===== src/rtl/bus_cycle_bridge_pkg.sv =====
// ---------------------------------------------------------------------------
// bus_bridge_pkg
// Shared types and constants for the CPU-to-AXI bus cycle bridge.
//   state_t          : bridge sequencer states
//   AXI_ADDR32_*     : AXI byte addresses of the DRAM window and UART registers
//   UART_PORT_*      : CPU IO port numbers that are forwarded to the UART
//   laneStrobe()     : one-hot write strobe for a byte lane
//   laneByte()       : extract the byte of a 32-bit word selected by a lane
// ---------------------------------------------------------------------------
package bus_bridge_pkg;

    typedef enum logic [1:0] {
        IDLE = 2'd0,
        REQ  = 2'd1,
        RESP = 2'd2,
        DONE = 2'd3
    } state_t;

    // System address map; the DRAM base leaves bits [27:0] free for the
    // bank/offset concatenation.
    localparam logic [31:0] AXI_ADDR32_DRAM_BASE = 32'h4000_0000;
    localparam logic [31:0] AXI_ADDR32_UART_RX   = 32'h1000_0000;
    localparam logic [31:0] AXI_ADDR32_UART_TX   = 32'h1000_0004;
    localparam logic [31:0] AXI_ADDR32_UART_STAT = 32'h1000_0008;

    localparam logic [7:0] UART_PORT_RX   = 8'h00;
    localparam logic [7:0] UART_PORT_TX   = 8'h01;
    localparam logic [7:0] UART_PORT_STAT = 8'h02;

    function automatic logic [3:0] laneStrobe(input logic [1:0] lane);
        return 4'b0001 << lane;
    endfunction

    function automatic logic [7:0] laneByte(input logic [31:0] word, input logic [1:0] lane);
        return word[{lane, 3'b000} +: 8];
    endfunction

endpackage


===== src/rtl/bus_cycle_bridge_if.sv =====
// ---------------------------------------------------------------------------
// bus_cycle_bridge_if
// Bundles the CPU strobe bus and the AXI request/response port of the bridge.
//   CPU side : IO, MEM, RD, WR, A, D (in)   cpu_ready, cpu_rdata (out)
//   AXI side : req_valid, req_addr, req_wdata, req_wstrb, req_is_read (out)
//              req_ready, resp_valid, resp_rdata, resp_err (in)
//   Status   : err_flag (out)
// modport master : the bridge itself (it masters the AXI request port)
// modport slave  : the surroundings, i.e. CPU pins plus the AXI master shim
// ---------------------------------------------------------------------------
interface bus_cycle_bridge_if #(
    parameter int ADDR_WIDTH = 20
);
    logic                  IO;
    logic                  MEM;
    logic                  RD;
    logic                  WR;
    logic [ADDR_WIDTH-1:0] A;
    logic [7:0]            D;
    logic                  cpu_ready;
    logic [7:0]            cpu_rdata;
    logic                  req_valid;
    logic                  req_ready;
    logic [31:0]           req_addr;
    logic [31:0]           req_wdata;
    logic [3:0]            req_wstrb;
    logic                  req_is_read;
    logic                  resp_valid;
    logic [31:0]           resp_rdata;
    logic                  resp_err;
    logic                  err_flag;

    modport master (
        input  IO, MEM, RD, WR, A, D, req_ready, resp_valid, resp_rdata, resp_err,
        output cpu_ready, cpu_rdata, req_valid, req_addr, req_wdata, req_wstrb,
               req_is_read, err_flag
    );

    modport slave (
        output IO, MEM, RD, WR, A, D, req_ready, resp_valid, resp_rdata, resp_err,
        input  cpu_ready, cpu_rdata, req_valid, req_addr, req_wdata, req_wstrb,
               req_is_read, err_flag
    );
endinterface


===== src/rtl/bus_cycle_bridge_bank_window_map.sv =====
// ---------------------------------------------------------------------------
// bank_window_map
// Holds the bank registers that map each CPU memory window onto DRAM and
// translates a CPU memory address into a 32-bit AXI byte address.
//   clk, rst    : clock, asynchronous active-high reset (banks -> identity)
//   i_we        : write the bank register selected by i_idx with i_wdata
//   i_idx       : bank register index for both the write and read port
//   i_wdata     : new bank value
//   o_rdata     : bank register selected by i_idx
//   i_memAddr   : CPU address of a memory cycle
//   o_axiAddr   : DRAM base | {bank[window], offset}
// ---------------------------------------------------------------------------
module bank_window_map
    import bus_bridge_pkg::*;
#(
    parameter int ADDR_WIDTH  = 20,
    parameter int NUM_WINDOWS = 4,
    parameter int BANK_W      = 8
) (
    input  logic                           clk,
    input  logic                           rst,
    input  logic                           i_we,
    input  logic [$clog2(NUM_WINDOWS)-1:0] i_idx,
    input  logic [BANK_W-1:0]              i_wdata,
    output logic [BANK_W-1:0]              o_rdata,
    input  logic [ADDR_WIDTH-1:0]          i_memAddr,
    output logic [31:0]                    o_axiAddr
);
    localparam int WIN_W = $clog2(NUM_WINDOWS);
    localparam int OFF_W = ADDR_WIDTH - WIN_W;

    logic [BANK_W-1:0] r_bank [NUM_WINDOWS];
    logic [WIN_W-1:0]  w_win;

    // Bank registers come out of reset as an identity map so software that
    // never touches them sees a flat window layout.
    always_ff @(posedge clk or posedge rst) begin
        if (rst) begin
            for (int i = 0; i < NUM_WINDOWS; i++) begin
                r_bank[i] <= BANK_W'(i);
            end
        end else if (i_we) begin
            r_bank[i_idx] <= i_wdata;
        end
    end

    assign w_win     = i_memAddr[ADDR_WIDTH-1 -: WIN_W];
    assign o_rdata   = r_bank[i_idx];
    assign o_axiAddr = AXI_ADDR32_DRAM_BASE | 32'({r_bank[w_win], i_memAddr[OFF_W-1:0]});

endmodule


===== src/rtl/bus_cycle_bridge.sv =====
// ---------------------------------------------------------------------------
// bus_cycle_bridge
// Sequences one CPU bus cycle (IO/MEM x RD/WR) into at most one AXI
// request/response, holding the CPU in wait states until the cycle is done.
// Bank registers at IO ports BANK_IO_BASE+i are served locally; UART ports
// and memory go to AXI; any other IO port flags an error.
//   clk, rst : clock, asynchronous active-high reset
//   bus      : bus_cycle_bridge_if.master (CPU strobes, AXI port, err_flag)
// ---------------------------------------------------------------------------
module bus_cycle_bridge
    import bus_bridge_pkg::*;
#(
    parameter int         ADDR_WIDTH     = 20,
    parameter int         NUM_WINDOWS    = 4,
    parameter int         BANK_W         = 8,
    parameter logic [7:0] BANK_IO_BASE   = 8'h90,
    parameter int         TIMEOUT_CYCLES = 255
) (
    input  logic               clk,
    input  logic               rst,
    bus_cycle_bridge_if.master bus
);
    localparam int         WIN_W       = $clog2(NUM_WINDOWS);
    localparam logic [7:0] TIMEOUT_MAX = 8'(TIMEOUT_CYCLES);

    state_t            r_state;
    state_t            w_nextState;
    logic [31:0]       r_reqAddr;
    logic [31:0]       r_reqWdata;
    logic [3:0]        r_reqWstrb;
    logic              r_reqIsRead;
    logic [1:0]        r_lane;
    logic [7:0]        r_cpuRdata;
    logic              r_errFlag;
    logic [7:0]        r_cnt;

    logic              w_legal;
    logic [7:0]        w_port;
    logic [7:0]        w_bankOff;
    logic              w_bankHit;
    logic [WIN_W-1:0]  w_bankIdx;
    logic              w_bankWe;
    logic [BANK_W-1:0] w_bankWdata;
    logic [BANK_W-1:0] w_bankRdata;
    logic [31:0]       w_memAddr;
    logic              w_uartHit;
    logic [31:0]       w_uartAddr;
    logic              w_goReq;
    logic [1:0]        w_lane;

    assign w_legal     = (bus.IO ^ bus.MEM) && (bus.RD ^ bus.WR);
    assign w_port      = bus.A[7:0];
    // Subtraction wraps for ports below the base, so the range check needs both bounds.
    assign w_bankOff   = w_port - BANK_IO_BASE;
    assign w_bankHit   = bus.IO && (w_port >= BANK_IO_BASE) && ({1'b0, w_bankOff} < 9'(NUM_WINDOWS));
    assign w_bankIdx   = w_bankOff[WIN_W-1:0];
    assign w_bankWdata = BANK_W'(bus.D);
    assign w_bankWe    = (r_state == IDLE) && w_legal && w_bankHit && bus.WR;
    assign w_goReq     = bus.MEM || (!w_bankHit && w_uartHit);
    // UART TX is a byte register at lane 0 of its word, independent of the CPU address.
    assign w_lane      = (bus.IO && bus.WR) ? AXI_ADDR32_UART_TX[1:0] : bus.A[1:0];

    bank_window_map #(
        .ADDR_WIDTH  (ADDR_WIDTH),
        .NUM_WINDOWS (NUM_WINDOWS),
        .BANK_W      (BANK_W)
    ) u_bankMap (
        .clk       (clk),
        .rst       (rst),
        .i_we      (w_bankWe),
        .i_idx     (w_bankIdx),
        .i_wdata   (w_bankWdata),
        .o_rdata   (w_bankRdata),
        .i_memAddr (bus.A),
        .o_axiAddr (w_memAddr)
    );

    // UART port decode: only the direction each register supports is forwarded.
    always_comb begin
        w_uartHit  = 1'b0;
        w_uartAddr = '0;
        if (bus.IO && bus.RD && (w_port == UART_PORT_RX)) begin
            w_uartHit  = 1'b1;
            w_uartAddr = AXI_ADDR32_UART_RX;
        end else if (bus.IO && bus.RD && (w_port == UART_PORT_STAT)) begin
            w_uartHit  = 1'b1;
            w_uartAddr = AXI_ADDR32_UART_STAT;
        end else if (bus.IO && bus.WR && (w_port == UART_PORT_TX)) begin
            w_uartHit  = 1'b1;
            w_uartAddr = AXI_ADDR32_UART_TX;
        end
    end

    always_ff @(posedge clk or posedge rst) begin
        if (rst) begin
            r_state <= IDLE;
        end else begin
            r_state <= w_nextState;
        end
    end

    // Local accesses and decode errors finish straight away; everything else
    // goes through the AXI handshake. DONE waits for the CPU to drop RD/WR.
    always_comb begin
        w_nextState = r_state;
        case (r_state)
            IDLE: if (w_legal) w_nextState = w_goReq ? REQ : DONE;
            REQ:  if (bus.req_ready) w_nextState = RESP;
            RESP: if (bus.resp_valid || (r_cnt == TIMEOUT_MAX)) w_nextState = DONE;
            DONE: if (!bus.RD && !bus.WR) w_nextState = IDLE;
            default: w_nextState = IDLE;
        endcase
    end

    // Request fields are captured once in IDLE so they stay stable while
    // req_valid waits for req_ready. A response on the timeout cycle wins.
    always_ff @(posedge clk or posedge rst) begin
        if (rst) begin
            r_reqAddr   <= '0;
            r_reqWdata  <= '0;
            r_reqWstrb  <= '0;
            r_reqIsRead <= 1'b0;
            r_lane      <= '0;
            r_cpuRdata  <= 8'hFF;
            r_errFlag   <= 1'b0;
            r_cnt       <= '0;
        end else begin
            case (r_state)
                IDLE: begin
                    if (w_legal) begin
                        if (w_goReq) begin
                            r_reqAddr   <= bus.MEM ? w_memAddr : w_uartAddr;
                            r_reqWdata  <= {4{bus.D}};
                            r_reqWstrb  <= bus.WR ? laneStrobe(w_lane) : 4'b0000;
                            r_reqIsRead <= bus.RD;
                            r_lane      <= w_lane;
                        end else if (w_bankHit) begin
                            if (bus.RD) r_cpuRdata <= 8'(w_bankRdata);
                        end else begin
                            r_errFlag  <= 1'b1;
                            r_cpuRdata <= 8'hFF;
                        end
                    end
                end
                REQ: r_cnt <= '0;
                RESP: begin
                    if (r_cnt != TIMEOUT_MAX) r_cnt <= r_cnt + 8'd1;
                    if (bus.resp_valid) begin
                        if (bus.resp_err) begin
                            r_errFlag  <= 1'b1;
                            r_cpuRdata <= 8'hFF;
                        end else if (r_reqIsRead) begin
                            r_cpuRdata <= laneByte(bus.resp_rdata, r_lane);
                        end
                    end else if (r_cnt == TIMEOUT_MAX) begin
                        r_errFlag  <= 1'b1;
                        r_cpuRdata <= 8'hFF;
                    end
                end
                default: ;
            endcase
        end
    end

    assign bus.cpu_ready   = (r_state == DONE);
    assign bus.req_valid   = (r_state == REQ);
    assign bus.cpu_rdata   = r_cpuRdata;
    assign bus.req_addr    = r_reqAddr;
    assign bus.req_wdata   = r_reqWdata;
    assign bus.req_wstrb   = r_reqWstrb;
    assign bus.req_is_read = r_reqIsRead;
    assign bus.err_flag    = r_errFlag;

endmodule


===== src/flat_wrapper.sv =====
// flat-port wrapper written by rule: the top's interface ports become plain ports
module bus_cycle_bridge_flat import bus_bridge_pkg::*;
#(
    parameter int         ADDR_WIDTH     = 20,
    parameter int         NUM_WINDOWS    = 4,
    parameter int         BANK_W         = 8,
    parameter logic [7:0] BANK_IO_BASE   = 8'h90,
    parameter int         TIMEOUT_CYCLES = 255
)
  (clk, rst, bus_IO, bus_MEM, bus_RD, bus_WR, bus_A, bus_D, bus_req_ready, bus_resp_valid, bus_resp_rdata, bus_resp_err, bus_cpu_ready, bus_cpu_rdata, bus_req_valid, bus_req_addr, bus_req_wdata, bus_req_wstrb, bus_req_is_read, bus_err_flag);
  bus_cycle_bridge_if #(.ADDR_WIDTH(ADDR_WIDTH)) bus_i ();
  input  logic clk;
  input  logic rst;
  input wire logic [$bits(bus_i.IO)-1:0] bus_IO;
  input wire logic [$bits(bus_i.MEM)-1:0] bus_MEM;
  input wire logic [$bits(bus_i.RD)-1:0] bus_RD;
  input wire logic [$bits(bus_i.WR)-1:0] bus_WR;
  input wire logic [$bits(bus_i.A)-1:0] bus_A;
  input wire logic [$bits(bus_i.D)-1:0] bus_D;
  input wire logic [$bits(bus_i.req_ready)-1:0] bus_req_ready;
  input wire logic [$bits(bus_i.resp_valid)-1:0] bus_resp_valid;
  input wire logic [$bits(bus_i.resp_rdata)-1:0] bus_resp_rdata;
  input wire logic [$bits(bus_i.resp_err)-1:0] bus_resp_err;
  output wire logic [$bits(bus_i.cpu_ready)-1:0] bus_cpu_ready;
  output wire logic [$bits(bus_i.cpu_rdata)-1:0] bus_cpu_rdata;
  output wire logic [$bits(bus_i.req_valid)-1:0] bus_req_valid;
  output wire logic [$bits(bus_i.req_addr)-1:0] bus_req_addr;
  output wire logic [$bits(bus_i.req_wdata)-1:0] bus_req_wdata;
  output wire logic [$bits(bus_i.req_wstrb)-1:0] bus_req_wstrb;
  output wire logic [$bits(bus_i.req_is_read)-1:0] bus_req_is_read;
  output wire logic [$bits(bus_i.err_flag)-1:0] bus_err_flag;
  assign bus_i.IO = bus_IO;
  assign bus_i.MEM = bus_MEM;
  assign bus_i.RD = bus_RD;
  assign bus_i.WR = bus_WR;
  assign bus_i.A = bus_A;
  assign bus_i.D = bus_D;
  assign bus_i.req_ready = bus_req_ready;
  assign bus_i.resp_valid = bus_resp_valid;
  assign bus_i.resp_rdata = bus_resp_rdata;
  assign bus_i.resp_err = bus_resp_err;
  assign bus_cpu_ready = bus_i.cpu_ready;
  assign bus_cpu_rdata = bus_i.cpu_rdata;
  assign bus_req_valid = bus_i.req_valid;
  assign bus_req_addr = bus_i.req_addr;
  assign bus_req_wdata = bus_i.req_wdata;
  assign bus_req_wstrb = bus_i.req_wstrb;
  assign bus_req_is_read = bus_i.req_is_read;
  assign bus_err_flag = bus_i.err_flag;
  bus_cycle_bridge #(.ADDR_WIDTH(ADDR_WIDTH), .NUM_WINDOWS(NUM_WINDOWS), .BANK_W(BANK_W), .BANK_IO_BASE(BANK_IO_BASE), .TIMEOUT_CYCLES(TIMEOUT_CYCLES)) u_core (.clk(clk), .rst(rst), .bus(bus_i));
endmodule

===== config.mk =====
export PLATFORM = sky130hd
export DESIGN_NAME = bus_cycle_bridge_flat
export DESIGN_NICKNAME = d
export VERILOG_FILES = /design/src/rtl/bus_cycle_bridge_pkg.sv /design/src/rtl/bus_cycle_bridge_if.sv /design/src/rtl/bus_cycle_bridge_bank_window_map.sv /design/src/rtl/bus_cycle_bridge.sv /design/src/flat_wrapper.sv
export SDC_FILE = /design/constraint.sdc
export NUM_CORES = 1
export LEC_CHECK = 0
export ABC_AREA = 0
export ABC_CLOCK_PERIOD_IN_PS = 2900
export CORE_MARGIN = 2
export CORE_UTILIZATION = 45
export DETAILED_ROUTE_END_ITERATION = 7
export DONT_BUFFER_PORTS = 1
export GPL_TIMING_DRIVEN = 0
export PLACE_DENSITY = 0.62
export SYNTH_ARGS = -nofsm -noshare
export SYNTH_HDL_FRONTEND = slang
export SYNTH_SLANG_ARGS = --single-unit

===== constraint.sdc =====
create_clock -name clk -period 2.9 [get_ports clk]
set_input_delay 0.435 -clock clk [delete_from_list [all_inputs] [get_ports clk]]
set_output_delay 0.435 -clock clk [all_outputs]
set_load 0.01 [all_outputs]

[Word level (Yosys, flattened, before mapping)]
Cells that the tools add are included.
Cells by class
  reductions and logical operators: 28
  bitwise operators: 4
  shifts and indexed selects: 2
  eq/ne operators: 18
  $mul: 0
  $lt $le $gt $ge: 5
  add/sub/neg operators: 2
  multiplexer cells: 42
  div/mod/pow operators: 0
Operators by type and width (number)
  8-bit 2-to-1 mux: 14
  32-bit 2-to-1 mux: 3
  8-bit binary-select mux with 2-bit select: 2
  32-bit bitwise mux: 1
  8-bit one-hot mux with 2 select lines: 2
  32-bit by 6-bit indexed part select with 8-bit output: 1
  29-bit 2-to-1 mux: 1
  8-bit demux with 2-bit select: 1
  1-bit logical AND: 14
  2-bit 2-to-1 mux: 6
  6-bit AND reduction: 2
  1-bit 2-to-1 mux: 9
  8-bit by 1-bit adder with 8-bit output, second input constant: 1
  8-bit by 1-bit equality test with 1-bit output, second input constant: 1
  8-bit by 2-bit equality test with 1-bit output, second input constant: 1
  8-bit equality test, second input constant: 1
  8-bit greater-or-equal comparator, second input constant: 1
  8-bit zero test: 1
  8-bit by 3-bit less-than comparator with 1-bit output, second input constant: 1
  2-bit by 1-bit inequality test with 1-bit output, second input constant: 4
  8-bit inequality test, second input constant: 1
  2-bit one-hot mux with 4 select lines: 1
  8-bit subtractor, second input constant: 1
  3-bit greater-or-equal comparator, second input constant: 2
  other kinds (19): 29
Word-level totals
  bits in registers: 122
  ROM bits: 0
  word-level logic and storage cells: 114
  memories: 0
  memory bits (writable): 0
  output and inout port bits: 80
  bits in latches: 0
  input bits: 69

[Longest topological paths before layout]
Gate-level depths: netlist (run 1).
  depth in word-level cells: 10
  mapped depth: 9
  depth with buffers taken out: 7

[Modules after synthesis]
Synthesis (run 1) repeated with hierarchy kept, for this count alone.
Second synthesis, totals
  cells, all modules: 417
  area, all modules: 5185.0 um^2
By module, submodules not included
  bus_cycle_bridge: cells an instance 302, sequential area each 1661.6 um^2, area an instance 3380.7 um^2, times used 1
  bank_window_map: cells an instance 115, sequential area each 805.8 um^2, area an instance 1804.2 um^2, times used 1

[Worst setup path after synthesis (run 1)]
OpenSTA, ideal clock, no wires.
  path type: reg-to-reg
  start point: reg u_core.r_state[0]
  end point: reg u_core.u_bankMap.r_bank[2] (netlist bit)
  data required time: 2.775 ns
  cell stages (with the launch flop): 10
  path buffers: 2
  data arrival time: 2.166 ns
  clock period less this slack: 2.291 ns
  path slack: 0.609 ns
  setup time: 0.125 ns
  cell sequence: dfrtp_1 > inv_1 > ha_1 > and3_1 > nand3_1 > or3_1 > buf_2 > or3_1 > buf_6 > mux2_4
On the way
  word-level cells in the longest chain between the ends: 4
Ends and longest elaborated chain
  from (decl): line bus_cycle_bridge.sv:26  | state_t r_state;
  from (signal assigned): line bus_cycle_bridge.sv:98  | r_state <= w_nextState;
  2-bit zero test: line bus_cycle_bridge.sv:58  | assign w_bankWe = (r_state == IDLE) && w_legal && w_bankHit && bus.WR;
  1-bit logical AND (3 in series): line bus_cycle_bridge.sv:58
  to (signal, indexed assignment): line bus_cycle_bridge_bank_window_map.sv:40  | r_bank[i] <= BANK_W'(i);
  to (signal, indexed assignment): line bus_cycle_bridge_bank_window_map.sv:43  | r_bank[i_idx] <= i_wdata;
  to (decl): line bus_cycle_bridge_bank_window_map.sv:32  | logic [BANK_W-1:0] r_bank [NUM_WINDOWS];
Every way passes these cells.
A chain may end at the register's enable or synchronous reset.

[Final worst setup path (run 1)]
  start point: reg u_core.r_state[1]
  end point: reg u_core.u_bankMap.r_bank[2] (netlist bit)
Same word-level chain as after synthesis.

==> results of run 1 <==
[report_power, final]
group,switching (mW),internal (mW)
Combinational,0.647,0.612
Sequential,0.324,1.60
Clock,0.489,0.494
[stage by stage]
stage | power [mW] | setup WS [ps] | utilization, %
floorplan | 2.96 | 36.2 | -
global placement | 3.19 | -1050 | 47.4
detailed placement | 3.23 | 146 | 47.7
CTS | 4.21 | 122 | 49.9
global route | 4.44 | 142 | 50.0
finish | 4.16 | 319 | 50.0
[sequential cells by signal (all words and copies together), names as in the netlist, 2 cells and up]
register,cells
u_core.r_state,2
u_core.bus.req_wstrb,4
u_core.r_cnt,8
u_core.u_bankMap.r_bank,32
u_core.bus.req_wdata,8
u_core.bus.cpu_rdata,8
u_core.bus.req_addr,28
u_core.r_lane,2
[cell usage in the layout, fill, tap and decap left out, types with 10 or more instances in the layout]
cell type                  count
sky130_fd_sc_hd__inv_1        19
sky130_fd_sc_hd__mux2_2       33
sky130_fd_sc_hd__buf_4        29
sky130_fd_sc_hd__mux4_2       24
sky130_fd_sc_hd__o21ai_0      33
sky130_fd_sc_hd__nand2_1      68
sky130_fd_sc_hd__o22ai_1      10
sky130_fd_sc_hd__mux2i_1      10
sky130_fd_sc_hd__nor2_1       12
sky130_fd_sc_hd__dfstp_2      12
sky130_fd_sc_hd__clkbuf_1     18
sky130_fd_sc_hd__dfrtp_1      82
[layout make-up]
| type | count | area share [%] |
|---|---|---|
| buffer | 51 | 5.80 |
| clock buffer | 10 | 2.39 |
| clock inverter | 6 | 1.78 |
| inverter | 20 | 1.45 |
| multi-input combinational | 265 | 40.4 |
| sequential | 94 | 44.3 |
| tap | 140 | 3.27 |
| timing repair buffer | 2 | 0.702 |
[critical path, stage by stage, from the launching register on]
cell and delay [ps]:
sky130_fd_sc_hd__dfrtp_1 410, sky130_fd_sc_hd__inv_1 110, sky130_fd_sc_hd__ha_1 300, sky130_fd_sc_hd__and3_1 190, sky130_fd_sc_hd__nand3_1 130, sky130_fd_sc_hd__or3_1 350
sky130_fd_sc_hd__buf_2 180, sky130_fd_sc_hd__or3_1 330, sky130_fd_sc_hd__buf_6 170, sky130_fd_sc_hd__mux2_4 300
[metal layers]
metal	global-route usage, %	part of all wire [%]	vias to the layer above
met4	5.77	1.2	0
met2	32.3	48	123
met5	0	0	-
li1	-	-	1503
met3	8.20	10	11
met1	24.6	40	1638
[kinds of logic after synthesis]
kind of cell    after synthesis  share of synthesized area [%]
compound gates               64                           7.81
xor+xnor                      2                          0.358
fa+ha+maj                     6                           1.54
buf+inv                      71                           7.89
flops                        94                           48.4
mux                          75                           23.2
other cells                   1                         0.0767
simple gates                114                           10.7
[repair_timing]
action                                  in CTS  in global routing
endpoints found under the setup margin       0                 15
hold buffers                                 1                  0
resized for setup                            0                  2
endpoints found under the hold margin       32                  0
[worst max path at each step]
stage | start | to | slack [ps] | cells past startpoint
after detailed placement | u_core.r_state[1] | u_core.u_bankMap.r_bank[20] | 150 | 8
after global routing | u_core.r_cnt[0] | u_core.bus.cpu_rdata[1] | 140 | 6
after CTS | u_core.r_state[0] | u_core.u_bankMap.r_bank[20] | 120 | 8
final | u_core.r_state[1] | u_core.u_bankMap.r_bank[2] | 320 | 9
after floorplan | rst | u_core.bus.err_flag | 40 | 1
after global placement | rst | u_core.r_state[0] | -1050 | 1
==> out/results.env, run 1 <==
TOTAL_NEGATIVE_SETUP_SLACKS_PS=0
CTS_MAX_LEVEL=3
LAYOUT-AREA-OVERHEAD-VS-SYNTH_PCT=9.45
POSTCTSSETUPREPAIRBUFS=0
SYN_AVG_CELL_AREA_SQ_UM=11.4
ANTENNA-DIODE-COUNT=0
POST_DP_CELL_AREA_SQ_MM=0.00510
TIMING_HOLD_VIOLATIONS_FINAL=0
POST_SYNTHESIS_CELL_TYPE_COUNT=46
GRT_PASS1_WL_MM=17.4
DRT_DRC_VIOLATIONS_LEFT=0
COUNT_OF_FLIP_FLOPS_WITH_A_BUILT_IN_ENABLE_AFTER_SYNTHESIS=0
DETAILROUTE.VIA_COUNT=3275
GR-USAGE-ALL-LAYERS_PCT=19.9
SYNTH-ASYNC-RESET-RATIO_PCT=100
INITIAL_CORE_UTIL_PCT=45.7
POWER-PER-CELL-AREA_mW_PER_MM2=778
CTS_NUM_SINKS=94
DRT-PASS1-ITER-COUNT=4
FILLER_CELL_COUNT=970
LAYOUTNONFILLERINSTCOUNT=588
GRT_SETUP_UNREPAIRED='no'
TOP_LEVEL_PORTS=149
HOLD_END='u_core.bus.req_wstrb[3]'
MAX_CAP_VIOLATIONS=0
STDCELL_AREA_SQ_MM=0.00535
SLEW_OF_THE_PIN_WITH_THE_LOWEST_SLEW_MARGIN_PS=770
TOTAL_WIRE_LENGTH_MM=11.3
YOSYSWARNINGS=0
REG2REG_SETUP_SLACK_PS=320
TIMING.CRITICAL_PATH.ARRIVAL_PS=2840
GRT_PASS1_VIAS=3204
CTS.PATH.MAX_BUFFERS=2
SKEW_PS=16.0
SYNTHESIS.INSTANCES=427
HOLD_DEPTH=1
DRT_FIRST_ITER_VIOLATIONS=179
YS_SEQ_AREA_SHARE_PCT=48.4
PLACE_HPWL_MM=8.34
PLACED_CELLS_INCL_TAPS=571
WORST_HOLD_PATH_TYPE='in -> reg'
FINAL-MAX-SLEW-VIOLATION-COUNT=0
POWER.LEAKAGE_nW=2.45
CLKSLEWWORSTSETUPHOLDPATHS_PS=90
CTS_TREE='built'
DIEAREA_SQ_MM=0.0117
FIN_NETS=518
KIND_OF_CAPTURE_POINT_OF_THE_WORST_SETUP_PATH='flip-flop'
LARGEST_NET_DEGREE_AT_THE_START_OF_GLOBAL_ROUTING=55
TIMING.RR.END='u_core.u_bankMap.r_bank[2]'
WORST_HOLD_SLACK_PS=142
YOSYS-TOP-CELLS-AREA='sky130_fd_sc_hd__dfrtp_1 (42%), sky130_fd_sc_hd__mux4_2 (11%), sky130_fd_sc_hd__mux2_2 (7.6%), sky130_fd_sc_hd__dfstp_2 (6.5%), sky130_fd_sc_hd__nand2_1 (5.2%)'
MIN-DELAY-START='bus_IO'
TRITONCTS.NUM_BUFFERS=9
NETLIST_AREA_SQ_MM=0.00489
CRITICAL_PATH_PEAK_FANOUT=8
NUM_ROWS=38
SYNTH_TOP_CELLS_BY_COUNT='sky130_fd_sc_hd__dfrtp_1 (82), sky130_fd_sc_hd__nand2_1 (68), sky130_fd_sc_hd__mux2_2 (33), sky130_fd_sc_hd__o21ai_0 (33), sky130_fd_sc_hd__buf_4 (29)'
ANTENNA_FOUND_INITIAL=0
FINAL_MIN_PERIOD_OVER_CLOCK_PERIOD_PCT=89.0
POST_DRT_VIA_CELL_RATIO=5.57
MULTIINPUTGATEAREA_SQ_MM=0.00216
SYNTHMOSTINSTANTIATEDCELL='sky130_fd_sc_hd__dfrtp_1'
PORT_BUFFERS=0
WORST_SETUP_PATH_START_KIND='flip-flop'
REMAINING_GLOBAL_ROUTE_OVERFLOW=0
NETLIST.TOP_CELL.BY_AREA='sky130_fd_sc_hd__dfrtp_1'
DOMINANTREGCELLSYNTH='sky130_fd_sc_hd__dfrtp_1'
TIMING.FINAL.CRIT_PERIOD_PS=2580
TIMING.SETUP.CRITICAL_PATH_CLASS='reg -> reg'
GLOBAL_PLACER_S_FINAL_WEIGHTED_CONGESTION=0.805
DIE_WIDTH_UM=108
COREAREA_SQ_MM=0.0107
YOSYS.AREA.TOP_TYPE_SHARE_PCT=42.0
DIE-HEIGHT_UM=108
VDD_DROP_MAX_mV=0.396
SYNTH-SEQ-CELLS=94
CELL_AT_THE_ROOT_OF_THE_CLOCK_TREE='sky130_fd_sc_hd__clkbuf_8'
AVGROUTEDWIREPERCELL_UM=19.2
REPORT.FINAL.SETUP_VIOL=0
FF_LATCH_AREA_SQ_MM=0.00237
REG2REG_DEPTH=9
MAX_SLEW_MARGIN_PCT=48.7
FMAXACHIEVABLE_GHz=0.387
COUNT_OF_ANTENNA_VIOLATING_NETS_LEFT_AFTER_DETAILED_ROUTING=0
STATUS='finished, final reports clean'
CLK_LATENCY_PS=380
DRIVE_GT1_SHARE_PCT=29.9
REGTOREGSTARTPOINT='u_core.r_state[1]'
CP_DATA_REQUIRED_TIME_PS=3160
Note: power is estimated with default switching activity, not from simulation.
==> run 2, diff against run 1 <==
Settings changed: CORE_ASPECT_RATIO from default to 0.5.
==> out/results.env, run 2 (synthesized netlist as in run 1, its figures left out) <==
FILLER_CELL_COUNT=923  # -4.8%
MIN-DELAY-START='bus_IO'
POSTCTSSETUPREPAIRBUFS=0  # unchanged
LARGEST_REG_FLOPS=32  # unchanged
SLEW_OF_THE_PIN_WITH_THE_LOWEST_SLEW_MARGIN_PS=791  # +20.7 ps
LEADING_CELL_TYPE_IN_THE_LAYOUT_FILL_AND_TAPS_EXCLUDED='sky130_fd_sc_hd__dfrtp_1'
TRITONCTS.NUM_BUFFERS=9  # unchanged
DRT_DRC_VIOLATIONS_LEFT=0  # unchanged
CP_DATA_REQUIRED_TIME_PS=3130  # -30 ps
MAX_CAP_VIOLATIONS=0  # unchanged
TIMING.CRITICAL_PATH.ARRIVAL_PS=2830  # about the same
ANTENNA_FOUND_INITIAL=0  # unchanged
GRT_PASS1_WL_MM=18.4  # +5.9%
PORT_BUFFERS=0  # unchanged
POWER-PER-CELL-AREA_mW_PER_MM2=799  # +2.7%
TOTAL_WIRE_LENGTH_MM=11.4  # +1.3%
REG2REG_DEPTH=8  # -1
HOLD_DEPTH=1  # unchanged
LAYOUT-AREA-OVERHEAD-VS-SYNTH_PCT=10.7
CELL_AT_THE_ROOT_OF_THE_CLOCK_TREE='sky130_fd_sc_hd__clkbuf_16'
DIEAREA_SQ_MM=0.0118  # +0.43%
INITIAL_CORE_UTIL_PCT=47.1  # +1.4 points
REGTOREGSTARTPOINT='u_core.r_state[0]'
FINAL_MIN_PERIOD_OVER_CLOCK_PERIOD_PCT=89.7  # +0.72 points
CTS_TREE='built'
POSTLAYOUTCOREUTIL_PCT=52.1  # +2.1 points
MAX_SLEW_MARGIN_PCT=47.3  # -1.4 points
SKEW_PS=4.26  # -11.8 ps
NUM_ROWS=26  # -32%
FMAXACHIEVABLE_GHz=0.384  # -0.81%
STATUS='finished, final reports clean'
TIMING.RR.END='u_core.u_bankMap.r_bank[23]'
FIN_NETS=518  # unchanged
GRT_SETUP_UNREPAIRED='no'
DRIVE_GT1_SHARE_PCT=29.2  # -0.67 points
COREAREA_SQ_MM=0.0104  # -3.0%
LARGEST_NET_DEGREE_AT_THE_START_OF_GLOBAL_ROUTING=71  # +29%
VDD_DROP_MAX_mV=0.333  # -16%
TOP_LEVEL_PORTS=149  # unchanged
DRT_FIRST_ITER_VIOLATIONS=202  # +13%
ANTENNA-DIODE-COUNT=0  # unchanged
CLK_LATENCY_PS=340  # -40 ps
CTS_NUM_SINKS=94  # unchanged
KIND_OF_CAPTURE_POINT_OF_THE_WORST_SETUP_PATH='flip-flop'
CTS.PATH.MAX_BUFFERS=2  # unchanged
POWER.LEAKAGE_nW=2.47  # +1.1%
TIMING_HOLD_VIOLATIONS_FINAL=0  # unchanged
HOLD_END='u_core.bus.req_wstrb[1]'
CLKSLEWWORSTSETUPHOLDPATHS_PS=60  # -30 ps
DIE_WIDTH_UM=151  # +40%
DRT-PASS1-ITER-COUNT=4  # unchanged
POST_DRT_VIA_CELL_RATIO=5.48  # -1.6%
TIMING.FINAL.CRIT_PERIOD_PS=2600  # +21.0 ps
FINAL-MAX-SLEW-VIOLATION-COUNT=0  # unchanged
DETAILROUTE.VIA_COUNT=3224  # -1.6%
WORST_SETUP_PATH_START_KIND='flip-flop'
FF_LATCH_AREA_SQ_MM=0.00237  # unchanged
GRT_BUSIEST_LAYER='met2'
GR-USAGE-ALL-LAYERS_PCT=21.0  # +1.1 points
GR-USAGE-MET1_PCT=28.4  # +3.8 points
TIMING.SETUP.CRITICAL_PATH_CLASS='reg -> reg'
GROUTE.LAYER.MET3.USAGE_PCT=5.76  # -2.4 points
FINAL_CELL_MIX='sky130_fd_sc_hd__dfrtp_1 (82), sky130_fd_sc_hd__nand2_1 (68), sky130_fd_sc_hd__mux2_2 (33), sky130_fd_sc_hd__o21ai_0 (33), sky130_fd_sc_hd__buf_4 (29)'
REGMOSTFLOPS='u_core.u_bankMap.r_bank'
REMAINING_GLOBAL_ROUTE_OVERFLOW=0  # unchanged
DIE-HEIGHT_UM=77.7  # -28%
AVGROUTEDWIREPERCELL_UM=19.4  # +1.3%
GLOBAL_PLACER_S_FINAL_WEIGHTED_CONGESTION=0.797  # -1.1%
WORST_HOLD_PATH_TYPE='in -> reg'
CTS_MAX_LEVEL=3  # unchanged
CRITICAL_PATH_PEAK_FANOUT=8  # unchanged
PLACE_HPWL_MM=8.23  # -1.3%
REG2REG_SETUP_SLACK_PS=300  # -20 ps
GRT_UTIL_MET2_PCT=33.8  # +1.5 points
TOTAL_NEGATIVE_SETUP_SLACKS_PS=0  # unchanged
GRT_PASS1_VIAS=3330  # +3.9%
COUNT_OF_ANTENNA_VIOLATING_NETS_LEFT_AFTER_DETAILED_ROUTING=0  # unchanged
REPORT.FINAL.SETUP_VIOL=0  # unchanged
MULTIINPUTGATEAREA_SQ_MM=0.00216  # unchanged
-- run 2: cell types whose count changed in the layout (fill, tap and decap cells not counted), sizes merged --
cell	before	now
clkinv	3	0
inv	21	20
clkbuf	27	33
bufinv	2	0
-- run 2: per-layer routing --
metal	vias up	wire length, um	share of wire [%]
met5	-	0	0
met2	85	5490	48
met1	1613	5170	45
met3	10	652	5.7
met4	0	109	0.95
li1	1516	-	-
-- run 2: cell type report --
cell class / count / area share [%]
multi-input combinational: 265 / 39.9
buffer: 51 / 5.74
sequential: 94 / 43.8
inverter: 20 / 1.43
clock buffer: 16 / 5.21
tap: 140 / 3.24
timing repair buffer: 2 / 0.694
-- run 2: through the flow --
step                      hold WS, ps  setup WS [ps]  power [mW]  instance area [sq um]  std cells
final                             187            298        4.32                   5410        588
after global routing              175            127        4.58                   5410        588
after CTS                         182            103        4.37                   5400        588
after detailed placement          310            115        3.22                   5100        571
after global placement            466          -1150        3.19                   5070        570
after floorplan                   443           36.2        2.96                   4900        430
-- run 2: worst max path at each step --
stage / startpoint / to / slack (ps) / cells past startpoint
floorplan: rst / u_core.bus.err_flag / 40 / 1
global placement: rst / u_core.bus.req_addr[8] / -1150 / 1
detailed placement: u_core.r_state[1] / u_core.u_bankMap.r_bank[30] / 120 / 8
CTS: u_core.r_state[1] / u_core.u_bankMap.r_bank[23] / 100 / 8
global route: u_core.r_state[0] / u_core.u_bankMap.r_bank[10] / 130 / 8
finish: u_core.r_state[0] / u_core.u_bankMap.r_bank[23] / 300 / 8
-- run 2: report_power, final --
part	internal, mW	switching, mW
logic	0.612	0.651
clock network	0.654	0.486
registers	1.60	0.318
total	2.86	1.46
-- run 2: timing repair --
| action | CTS | global route |
|---|---|---|
| hold endpoints to repair | 16 | 0 |
| resized for setup | 0 | 2 |
| setup endpoints to repair | 0 | 16 |
| hold buffers | 1 | 0 |
-- run 2: critical path, cell delays in order (launching register included) --
cell                      delay (ps)
sky130_fd_sc_hd__dfrtp_1         400
sky130_fd_sc_hd__inv_1           110
sky130_fd_sc_hd__ha_1            290
sky130_fd_sc_hd__and3_1          190
sky130_fd_sc_hd__nand3_1         130
sky130_fd_sc_hd__or3_1           370
sky130_fd_sc_hd__buf_2           180
sky130_fd_sc_hd__nor3_4          410
sky130_fd_sc_hd__mux2_2          400
==> run 3, diff against run 2 <==
Settings changed: ABC_CLOCK_PERIOD_IN_PS 2900 to default.
==> results of run 3 <==
No change in the layout: final DEF, timing and power equal those of run 2.
